`src/rtl/decimate_pkg.sv`:
```
`default_nettype none
// ============================================================================
//  Module      : decimate_pkg
//  Description : Shared helpers for the averaging decimator (log2, ratio check)
//  Revision    : 1.0 - initial release
// ============================================================================

package decimate_pkg;

    // Floor log2; exact for the power-of-two ratios this block accepts.
    function automatic int unsigned log2(input int unsigned value);
        int unsigned result;
        result = 0;
        for (int unsigned v = value; v > 1; v = v >> 1) begin
            result++;
        end
        return result;
    endfunction

    function automatic bit ratio_legal(input int unsigned ratio);
        return (ratio >= 2) && ((ratio & (ratio - 1)) == 0);
    endfunction

endpackage : decimate_pkg

`default_nettype wire

```
`src/rtl/decim_accum.sv`:
```
`default_nettype none
// ============================================================================
//  Module      : decim_accum
//  Description : Block sample counter and running-sum accumulator
//  Revision    : 1.0 - initial release
// ============================================================================

module decim_accum
    import decimate_pkg::*;
#(
    parameter int unsigned width_p = 8,
    parameter int unsigned ratio_p = 4
) (
    input  logic                                 clk_i,
    input  logic                                 reset_ni,
    input  logic                                 i_in_fire,
    input  logic [width_p-1:0]                   i_data,
    output logic                                 o_last,
    output logic [width_p+log2(ratio_p)-1:0]     o_sum
);

    localparam int unsigned c_shift = log2(ratio_p);
    localparam int unsigned c_acc_w = width_p + c_shift;
    localparam logic [c_shift-1:0] c_last = c_shift'(ratio_p - 1);

    logic [c_shift-1:0] r_count;
    logic [c_acc_w-1:0] r_acc;
    logic [c_acc_w-1:0] w_sum;

    // Sum including the current sample, so the top can load the mean on the final beat.
    assign w_sum  = r_acc + c_acc_w'(i_data);
    assign o_sum  = w_sum;
    assign o_last = (r_count == c_last);

    always_ff @(posedge clk_i or negedge reset_ni) begin
        if (!reset_ni) begin
            r_count <= '0;
            r_acc   <= '0;
        end else if (i_in_fire) begin
            if (o_last) begin
                r_count <= '0;
                r_acc   <= '0;
            end else begin
                r_count <= r_count + 1'b1;
                r_acc   <= w_sum;
            end
        end
    end

endmodule : decim_accum

`default_nettype wire

```
`src/rtl/decimate_avg.sv`:
```
`default_nettype none
// ============================================================================
//  Module      : decimate_avg
//  Description : Block-mean decimator with a single-entry registered output
//  Revision    : 1.0 - initial release
// ============================================================================

module decimate_avg
    import decimate_pkg::*;
#(
    parameter int unsigned width_p = 8,
    parameter int unsigned ratio_p = 4
) (
    input  logic               clk_i,
    input  logic               reset_ni,
    input  logic [width_p-1:0] data_i,
    input  logic               valid_i,
    output logic               ready_o,
    output logic [width_p-1:0] data_o,
    output logic               valid_o,
    input  logic               ready_i
);

    localparam int unsigned c_shift = log2(ratio_p);
    localparam int unsigned c_acc_w = width_p + c_shift;

    if (!ratio_legal(ratio_p)) begin : g_bad_ratio
        $error("decimate_avg: ratio_p must be a power of two >= 2");
    end

    logic               w_last;
    logic [c_acc_w-1:0] w_sum;
    logic [width_p-1:0] w_mean;
    logic               w_in_fire;
    logic               w_out_fire;
    logic [width_p-1:0] r_data;
    logic               r_valid;

    // Only the block-completing sample needs room in the output slot.
    assign ready_o    = !w_last || !r_valid || ready_i;
    assign w_in_fire  = valid_i && ready_o;
    assign w_out_fire = r_valid && ready_i;
    assign w_mean     = w_sum[c_acc_w-1:c_shift];

    decim_accum #(
        .width_p (width_p),
        .ratio_p (ratio_p)
    ) u_accum (
        .clk_i     (clk_i),
        .reset_ni  (reset_ni),
        .i_in_fire (w_in_fire),
        .i_data    (data_i),
        .o_last    (w_last),
        .o_sum     (w_sum)
    );

    // A new result takes priority over draining, giving bubble-free back-to-back output.
    always_ff @(posedge clk_i or negedge reset_ni) begin
        if (!reset_ni) begin
            r_valid <= 1'b0;
            r_data  <= '0;
        end else if (w_in_fire && w_last) begin
            r_valid <= 1'b1;
            r_data  <= w_mean;
        end else if (w_out_fire) begin
            r_valid <= 1'b0;
        end
    end

    assign data_o  = r_data;
    assign valid_o = r_valid;

endmodule : decimate_avg

`default_nettype wire

```
`config.mk`:
```
export PLATFORM = sky130hd
export DESIGN_NAME = decimate_avg
export DESIGN_NICKNAME = d
export VERILOG_FILES = /design/src/rtl/decimate_pkg.sv /design/src/rtl/decim_accum.sv /design/src/rtl/decimate_avg.sv
export SDC_FILE = /design/constraint.sdc
export NUM_CORES = 1
export LEC_CHECK = 0
export BUFFER_PORTS_ARGS = -buffer_cell sky130_fd_sc_hd__buf_4
export CAP_MARGIN = 40
export CORE_ASPECT_RATIO = 0.6
export CORE_UTILIZATION = 55
export CTS_CLUSTER_SIZE = 8
export DETAILED_ROUTE_END_ITERATION = 6
export PLACE_DENSITY = 0.78
export SLEW_MARGIN = 10
export SYNTH_ARGS = -nofsm -noshare
export SYNTH_HDL_FRONTEND = slang
export SYNTH_HIERARCHICAL = 1
export SYNTH_SLANG_ARGS = --single-unit
```
`constraint.sdc`:
```
create_clock -name clk_i -period 2.26 [get_ports clk_i]
set_clock_uncertainty 0.05 [all_clocks]
set_input_delay 0.226 -clock clk_i [delete_from_list [all_inputs] [get_ports clk_i]]
set_output_delay 0.226 -clock clk_i [all_outputs]
set_load 0.05 [all_outputs]
```
* Yosys cells after proc, flatten, opt, wreduce, memory -nomap -nowiden
Cells that the tools add are included.
** Word-level totals
- Flip-flop bits (word level) :: 21
- Latch bits :: 0
- RAM bits :: 0
- Bits in read-only memories :: 0
- Input bits :: 12
- Output and inout bits :: 10
- Word-level logic and storage cells :: 19
- Memories :: 0
** Cells by class
- Add/subtract/negate cells :: 2
- $mul :: 0
- Div/mod/pow operators :: 0
- $lt $le $gt $ge :: 0
- Eq/ne operators :: 1
- Shifts and indexed selects :: 0
- Multiplexer cells :: 4
- Bitwise logic cells :: 0
- Reductions and logical operators :: 8
** Operator list (count)
- $add A10 B8 Y10 :: 1
- $mux W10 :: 1
- $logic_and A1 B1 Y1 :: 3
- $add A2 B1 Y2 const B :: 1
- $eq A2 B2 Y1 const B :: 1
- $logic_not A1 Y1 :: 2
- $logic_or A1 B1 Y1 :: 2
- $mux W1 :: 2
- $mux W2 :: 1
- $reduce_bool A2 Y1 :: 1

* Depth between registers and ports, before layout
Gate-level depths: netlist of the first run.
- Depth after elaboration :: 7
- Depth in mapped cells :: 9

* Hierarchy
Netlist of the first run, hierarchy kept.
** Modules (own cells, without submodules)
- decim_accum :: times used 1, cells each 89, area each 905.9 sq um
- decimate_avg :: times used 1, cells each 23, area each 401.6 sq um

* Worst setup path before layout of the first run
No wires, ideal clock.
- Path kind :: register to register
- Start point :: reg r_valid (netlist: valid_o)
- End point :: reg u_accum.r_acc[5]
- Data arrival time :: 2057 ps
- Data required time :: 2072 ps
- Path slack :: 15 ps
- Stages on the path, launching flop included :: 7
- Period minus slack after synthesis :: 2245 ps
- Path through :: dfrtp_1 -> nor2b_4 -> nand2_1 -> and2_1 -> inv_1 -> clkbuf_1 -> o21ai_0
** Between the ends
- Word-level cells in the longest chain between the ends :: 4
** Ends and longest elaborated chain
- start: declaration :: line decimate_avg.sv:37 : logic r_valid;
- start signal: assignment :: line decimate_avg.sv:60 : r_valid <= 1'b0;
- start signal: assignment :: line decimate_avg.sv:63 : r_valid <= 1'b1;
- start signal: assignment :: line decimate_avg.sv:66 : r_valid <= 1'b0;
- $logic_not A1 Y1 :: line decimate_avg.sv:40 : assign ready_o = !w_last || !r_valid || ready_i;
- $logic_or A1 B1 Y1 (2 in series) :: line decimate_avg.sv:40
- net ready_o :: line decimate_avg.sv:18 : output logic ready_o,
- $logic_and A1 B1 Y1 :: line decimate_avg.sv:41 : assign w_in_fire = valid_i && ready_o;
- net w_in_fire :: line decimate_avg.sv:34 : logic w_in_fire;
- end signal: assignment :: line decim_accum.sv:45 : r_acc <= w_sum;
- end: declaration :: line decim_accum.sv:27 : logic [c_acc_w-1:0] r_acc;
The timed path passes the listed nets, and every way through them passes these cells.
A chain may end at the register's enable or synchronous reset.

* Worst setup path after layout of the first run
- Start point :: reg u_accum.r_acc[6]
- End point :: reg r_data[7] (netlist: data_o[7])
** Between the ends
- Word-level cells in the longest chain between the ends :: 1
** Ends and longest elaborated chain
- $add A10 B8 Y10 :: line decim_accum.sv:31 : assign w_sum = r_acc + c_acc_w'(i_data);
- net w_sum[9] :: line decimate_avg.sv:32 : logic [c_acc_w-1:0] w_sum;
- end signal: assignment :: line decimate_avg.sv:64 : r_data <= w_mean;
- end: declaration :: line decimate_avg.sv:36 : logic [width_p-1:0] r_data;
The timed path passes the listed nets, and every way through them passes these cells.

==> summary.txt, run 1 <==
Finish
  • Ant diodes: 0
  • Nets: 165
  • Layout cell share with drive strength beyond 1: 0.408
  • Most frequent cells in the layout: 26 x buf_4, 21 x dfrtp_1, 9 x inv_1, 8 x mux2_4, 7 x ha_1
  • Commonest non-fill, non-tap cell in the layout: buf_4
  • Area growth syn-to-layout: 23.6%
  • Filler Cell Count: approximately 160
  • Final Core Density: 0.731

Timing
  • Final setup TNS: 0 ns
  • Share of the clock period used by the worst path: 0.962
  • Fin. Hold Viols: 0
  • Slew @ Worst Pin: ~0.38 ns
  • Setup violations, final: 0
  • Final Critical Period: ~2.2 ns
  • Max Freq: 460 MHz
  • Rel. slew slack: 0.747
  • Slew Limit Fails: 0

Logic synthesis
  • Mux cell area share after synthesis: 0.108
  • Synth warn: 6
  • Synthesized area: ~0.0013 mm2
  • XOR/XNOR Fraction of Synth Area: 0.0402
  • Post-synthesis simple-gate area fraction: 0.115
  • Count of cell types in the netlist: 42
  • Register area share after synthesis: 0.402
  • Main combinational cell family by area after synthesis: compound AO/OA/AOI/OAI gates
  • Synth Instances: 112
  • Avg Synthesized Cell Area: about 12 um2
  • Ys async rst share: 1.00
  • Prevailing post-synth register cell: dfrtp_1
  • Syn_nets: between 100 and 150
  • Post-synthesis compound-gate area fraction: 0.202
  • Post-synth EDFFs: 0
  • #FFs+latches synth: 21
  • Adder and majority gate portion of the synthesized area: 0.101

Worst setup path
  • Worst reg2reg path depth: 6
  • CP endpoint kind: register
  • Critical Path AT: about 2.3 ns
  • CP Max Fanout: 8
  • CP delay by family, top: compound AO/OA/AOI/OAI gates
  • WP buf/inv: 0
  • CP Data Required Time: 2.35 ns
  • Crit path launch type: register
  • WP depth: 6
  • Crit Path Category: reg -> reg
  • CP peak stage delay: about 0.41 ns
  • Crit path cell chain: ha_1 -> a211o_2 -> o221ai_1 -> o21ai_1 -> xnor2_1 -> mux2_4
  • Slowest CP cell: dfrtp_1

Routing
  • Antenna viol nets, final: 0
  • Drt pass-1 iters: 4
  • Iteration-0 DRC Markers: 73
  • Drt wl/cell: 16.8 um
  • Routed vias: 994
  • WL final: approximately 2.9 mm
  • DRC: 0
  • Avg Vias per Cell: 5.78

Die
  • Die ar.: 0.00258 mm2
  • # IOs: 22
  • Starting Density: 0.591
  • Core Box Area: 0.00221 mm2
  • Site Rows: 13
  • Chip Height: about 40 um
  • Chip Width: 64.9 um

Pwr
  • Power density over the cells: about 1500 mW/mm2
  • VDD IR max: approximately 0.00074 V
  • Pleak: 0.759 nW

GRT
  • Initial antenna violation count: 0
  • Wire length of the first global-routing pass: about 4.3 mm
  • Grt ovf: 0
  • Largest net degree at the start of global routing: 22
  • Vias in the first global route: a little over 900
  • GRT Total Usage: 0.242

Clocking
  • Clock Path Buffers: 2
  • Clock transition at the registers of the reported paths: ~0.070 ns
  • Cts bufs inserted: 3
  • TritonCTS clock tree: done
  • Worst-Skew Late Latency: 0.26 ns
  • Clock sinks: 21
  • H-tree depth: 1
  • Clk root buf: clkbuf_8

Hold path
  • Hold WC Path Type: in -> reg
  • Min-Delay Path Depth: 3

Flow run
  • Number of max-cap violations: 0

Placed design
  • Gp weighted congestion: ~0.80
  • Port Buffers: 21
  • DPL Wire Length: between 2 and 2.5 mm

Run status
  • Status: complete, no violations
-- report_power, final --
part	internal, W	switching, W	total, W	leakage, nW
logic	0.000695	0.000871	0.00157	0.476
clock network	0.000125	0.000116	0.000241	0.0228
registers	0.000551	0.000116	0.000667	0.260
-- through the flow --
stage | hold WS, ns | cell area, um2 | total power [W] | std cells | setup WS (ns)
2_1_floorplan | -0.120 | 1310 | 0.00179 | 112 | 0.0151
3_3_place_gp | 0.0764 | 1520 | 0.00209 | 165 | 0.134
3_5_place_dp | 0.0789 | 1520 | 0.00216 | 165 | 0.0813
4_1_cts | 0.199 | 1580 | 0.00243 | 170 | 0.0631
5_1_grt | 0.217 | 1620 | 0.00262 | 172 | -0.00273
6_report | 0.201 | 1620 | 0.00247 | 172 | 0.0849
-- cells by family (layout without fill, tap and decap cells) --
family | after synthesis | after routing
compound gates | 29 | 29
simple gates | 25 | 25
flops | 21 | 21
buf+inv | 11 | 41
fa+ha+maj | 10 | 10
mux | 10 | 10
xor+xnor | 6 | 6
-- state kept, by name (all words and copies together) (netlist names) --
| signal | count |
|---|---|
| u_accum/r_acc | 10 |
| data_o | 8 |
| valid_o | 1 |
| u_accum/r_count | 2 |
-- repair_timing --
action                                  4_1_cts  5_1_grt
gates resized for setup                       0        6
buffers inserted                              0        2
hold buffers                                  1        0
endpoints found under the setup margin        0        3
endpoints found under the hold margin        21        0
-- area by class of cell --
cell class              count  area (um2)  area share
flip-flops and latches     21         526       0.325
repair buffers             27         205       0.127
multi-input cells          80         766       0.474
inverters                  10        37.5      0.0232
well taps                  30        37.5      0.0232
clock buffers               4        45.0      0.0279
-- path summary, 6_finish.rpt --
kind | start | to | slack, ns
max in group asynchronous | reset_ni | u_accum/r_acc[2] | 1.60
worst min register to register | u_accum/r_count[0] | u_accum/r_count[0] | 0.45
worst max-delay path | u_accum/r_acc[6] | data_o[7] | 0.08
min in group asynchronous | reset_ni | data_o[2] | 0.34
worst min-delay path | valid_i | valid_o | 0.20
worst max register to register | u_accum/r_acc[6] | data_o[7] | 0.08
-- synthesized netlist by cell type (2+ instances only) --
cell / number / share of area
inv_1: 10 / 0.029
o21ai_1: 2 / 0.0077
mux2_4: 8 / 0.092
o21a_1: 2 / 0.011
nand3_1: 4 / 0.015
o21ai_2: 2 / 0.013
xnor2_1: 5 / 0.033
dfrtp_1: 21 / 0.40
a21oi_1: 2 / 0.0077
nor2_1: 4 / 0.011
o21ai_0: 3 / 0.011
nand2_1: 6 / 0.017
a22o_1: 5 / 0.033
nor2b_1: 2 / 0.0096
ha_1: 9 / 0.086
-- tightest hold or removal path, stage by stage --
cell and delay [ns]:
buf_4 0.09, nand2_2 0.08, nand2b_1 0.08
-- routing by layer --
layer / vias to the layer above / routed length, um / global-route usage
met2: 37 / 1330 / 0.411
met4: 0 / 62 / 0.0944
met1: 481 / 1300 / 0.301
li1: 468 / - / -
met3: 8 / 192 / 0.0610
met5: - / 0 / 0
(Power assumes the default switching activity.)
==> inputs of run 2 (changes only) <==
--- a/config.mk
+++ b/config.mk
@@ -7,11 +7,14 @@
 export LEC_CHECK = 0
 export BUFFER_PORTS_ARGS = -buffer_cell sky130_fd_sc_hd__buf_4
 export CAP_MARGIN = 40
+export CELL_PAD_IN_SITES_DETAIL_PLACEMENT = 1
+export CELL_PAD_IN_SITES_GLOBAL_PLACEMENT = 1
 export CORE_ASPECT_RATIO = 0.6
-export CORE_UTILIZATION = 55
+export CORE_UTILIZATION = 46
+export CTS_BUF_LIST = sky130_fd_sc_hd__clkbuf_2 sky130_fd_sc_hd__clkbuf_4 sky130_fd_sc_hd__clkbuf_8
 export CTS_CLUSTER_SIZE = 8
 export DETAILED_ROUTE_END_ITERATION = 6
-export PLACE_DENSITY = 0.78
+export PLACE_DENSITY_LB_ADDON = 0.1
 export SLEW_MARGIN = 10
 export SYNTH_ARGS = -nofsm -noshare
 export SYNTH_HDL_FRONTEND = slang
==> summary.txt, run 2 (synthesis gave the netlist of run 1 again) <==
Die
  • Chip Height: 43.3 um (+8.9%)
  • Starting Density: 0.504 (-0.0867)
  • Site Rows: 14 (+1)
  • Chip Width: 70.8 um (+9.1%)
  • # IOs: 22 (unchanged)
  • Die ar.: 0.00307 mm2 (+19%)
  • Core Box Area: 0.00259 mm2 (+17%)

Finish
  • Post-route cell area: 0.00169 mm2 (+4.3%)
  • Area growth syn-to-layout: 29.0%
  • Ant diodes: 0 (unchanged)
  • Top reg by flops: u_accum/r_acc
  • Layout cell share with drive strength beyond 1: 0.439 (+0.0307)
  • Nets: 171 (+3.6%)
  • Max reg flops: 10 (unchanged)
  • Most frequent cells in the layout: 31 x buf_4, 21 x dfrtp_1, 9 x inv_1, 8 x mux2_4, 8 x ha_1
  • Commonest non-fill, non-tap cell in the layout: buf_4

Routing
  • Avg Vias per Cell: 5.64 (-2.4%)
  • Iteration-0 DRC Markers: 28 (-62%)
  • Antenna viol nets, final: 0 (unchanged)
  • DRC: 0 (unchanged)
  • Drt pass-1 iters: 6 (+2)
  • WL final: 3.46 mm (+20%)
  • Routed vias: 1,015 (+2.1%)
  • Drt wl/cell: 19.2 um (+15%)

Clocking
  • H-tree depth: 1 (unchanged)
  • Clock sinks: 21 (unchanged)
  • Cts bufs inserted: 3 (unchanged)
  • Clk root buf: clkbuf_8
  • Clock Path Buffers: 2 (unchanged)
  • Worst-Skew Late Latency: 0.27 ns (about the same)
  • Clock transition at the registers of the reported paths: 0.08 ns (about the same)
  • TritonCTS clock tree: done

Pwr
  • Power share of the sequential group: 0.253 (-0.017)
  • Pint: 0.00143 W (+4.3%)
  • Power density over the cells: 1560 mW/mm2 (+1.7%)
  • Gate power share: 0.651 (+0.018)
  • Switching fraction of total power: 0.455 (+0.00948)
  • Clock power share: 0.096 (about the same)
  • Psw: 0.00119 W (+8.4%)
  • VDD IR max: 0.000890 V (+21%)
  • Pleak: 0.798 nW (+5.1%)
  • Total power: 0.00263 W (+6.1%)

GRT
  • GRT Total Usage: 0.250 (+0.00807)
  • Initial antenna violation count: 0 (unchanged)
  • Vias in the first global route: 1,034 (+12%)
  • Grt ovf: 0 (unchanged)
  • Wire length of the first global-routing pass: 5.43 mm (+25%)
  • Largest net degree at the start of global routing: 22 (unchanged)

Placed design
  • Pre-CTS WS: 0.0822 ns (+0.000870 ns)
  • Area of placed instances: 0.00155 mm2 (+1.6%)
  • Gp weighted congestion: 0.807 (+0.84%)
  • DPL Wire Length: 2.62 mm (+21%)
  • Port Buffers: 21 (unchanged)

Timing
  • Final WS setup: 0.0171 ns (-0.0678 ns)
  • Slew Limit Fails: 0 (unchanged)
  • Final Critical Period: 2.24 ns (+0.0678 ns)
  • Share of the clock period used by the worst path: 0.992 (+0.0300)
  • Max Freq: 446 MHz (-3.0%)
  • Rel. slew slack: 0.778 (+0.0306)
  • Fin. Hold Viols: 0 (unchanged)
  • RSZ-0062 raised after global routing: true
  • Setup violations, final: 0 (unchanged)
  • Slew @ Worst Pin: 0.331 ns (-0.0456 ns)

Worst setup path
  • WP buf/inv: 2 (+2)
  • Worst reg2reg path depth: 9 (+3)
  • CP peak stage delay: 0.41 ns (about the same)
  • Slowest CP cell: dfrtp_1
  • Crit Reg-Reg Endpoint: data_o[6]
  • CP endpoint kind: register
  • Crit Path Category: reg -> reg
  • Crit path cell chain: ha_4 -> inv_4 -> fa_2 -> nor2b_2 -> o31a_1 -> buf_6 -> o41ai_4 -> xnor2_1 -> mux2_4
  • R2R setup slack: 0.02 ns (-0.07 ns)
  • Crit path launch type: register
  • CP Max Fanout: 3 (-5)
  • Critical Path AT: 2.35 ns (+0.08 ns)
  • CP delay by family, top: compound AO/OA/AOI/OAI gates
  • CP Data Required Time: 2.37 ns (+0.02 ns)
  • Reg-to-Reg Start: u_accum/r_acc[0]

Flow run
  • Number of max-cap violations: 0 (unchanged)

Hold path
  • Worst Hold Launch: valid_i
  • Min-Delay Path Depth: 3 (unchanged)
  • Hold endpoint: valid_o
  • Hold WC Path Type: in -> reg

Run status
  • Status: complete, no violations
-- run 2: metal layers --
metal | GRT usage | routed length, um | part of all wire
met1 | 0.362 | 1740 | 0.50
met2 | 0.363 | 1530 | 0.44
met3 | 0.0713 | 158 | 0.046
met4 | 0.0720 | 40 | 0.012
met5 | 0 | 0 | 0
-- run 2: timing repair --
action / 4_1_cts / 5_1_grt
hold endpoints to repair: 21 / 0
setup buffers: 0 / 5
hold buffers: 1 / 0
resized for setup: 0 / 11
setup endpoints to repair: 0 / 3
-- run 2: layout make-up --
type                       instances  area (um2)
sequential                        21         526
timing repair buffer              33         254
tap                               32        40.0
inverter                          10        40.0
clock buffer                       3        41.3
clock inverter                     1        5.00
multi-input combinational         80         781
fill                             272         906
-- run 2: power by group through the flow --
stage          clock network (W)  registers, W  logic [W]
2_1_floorplan                  0      0.000911   0.000875
3_3_place_gp                   0      0.000653    0.00150
3_5_place_dp                   0      0.000666    0.00156
4_1_cts                 0.000262      0.000661    0.00158
5_1_grt                 0.000277      0.000684    0.00181
6_report                0.000252      0.000664    0.00171
-- run 2: worst max-delay path by stage --
stage,startpoint,to,slack (ns),depth (start not counted)
6_report,u_accum/r_acc[0],data_o[6],0.02,9
4_1_cts,u_accum/r_acc[0],data_o[6],0.07,9
5_1_grt,u_accum/r_acc[0],data_o[6],-0.04,9
2_1_floorplan,valid_o,u_accum/r_acc[5],0.02,6
3_5_place_dp,u_accum/r_acc[0],data_o[6],0.08,9
3_3_place_gp,u_accum/r_acc[0],data_o[6],0.16,9
-- run 2: per-stage QoR --
stage	TNS (ns)	hold slack, ns	util	std cells
2_1_floorplan	0	-0.120	-	112
3_3_place_gp	0	0.0759	0.597	170
3_5_place_dp	0	0.0849	0.597	170
4_1_cts	0	0.211	0.618	175
5_1_grt	-0.0692	0.217	0.651	180
6_report	0	0.213	0.651	180
-- run 2: worst min-delay path, delay by kind of cell --
| kind | cells | cell delay [ns] |
|---|---|---|
| buffers and inverters | 1 | 0.09 |
| and+or+nand+nor | 2 | 0.18 |
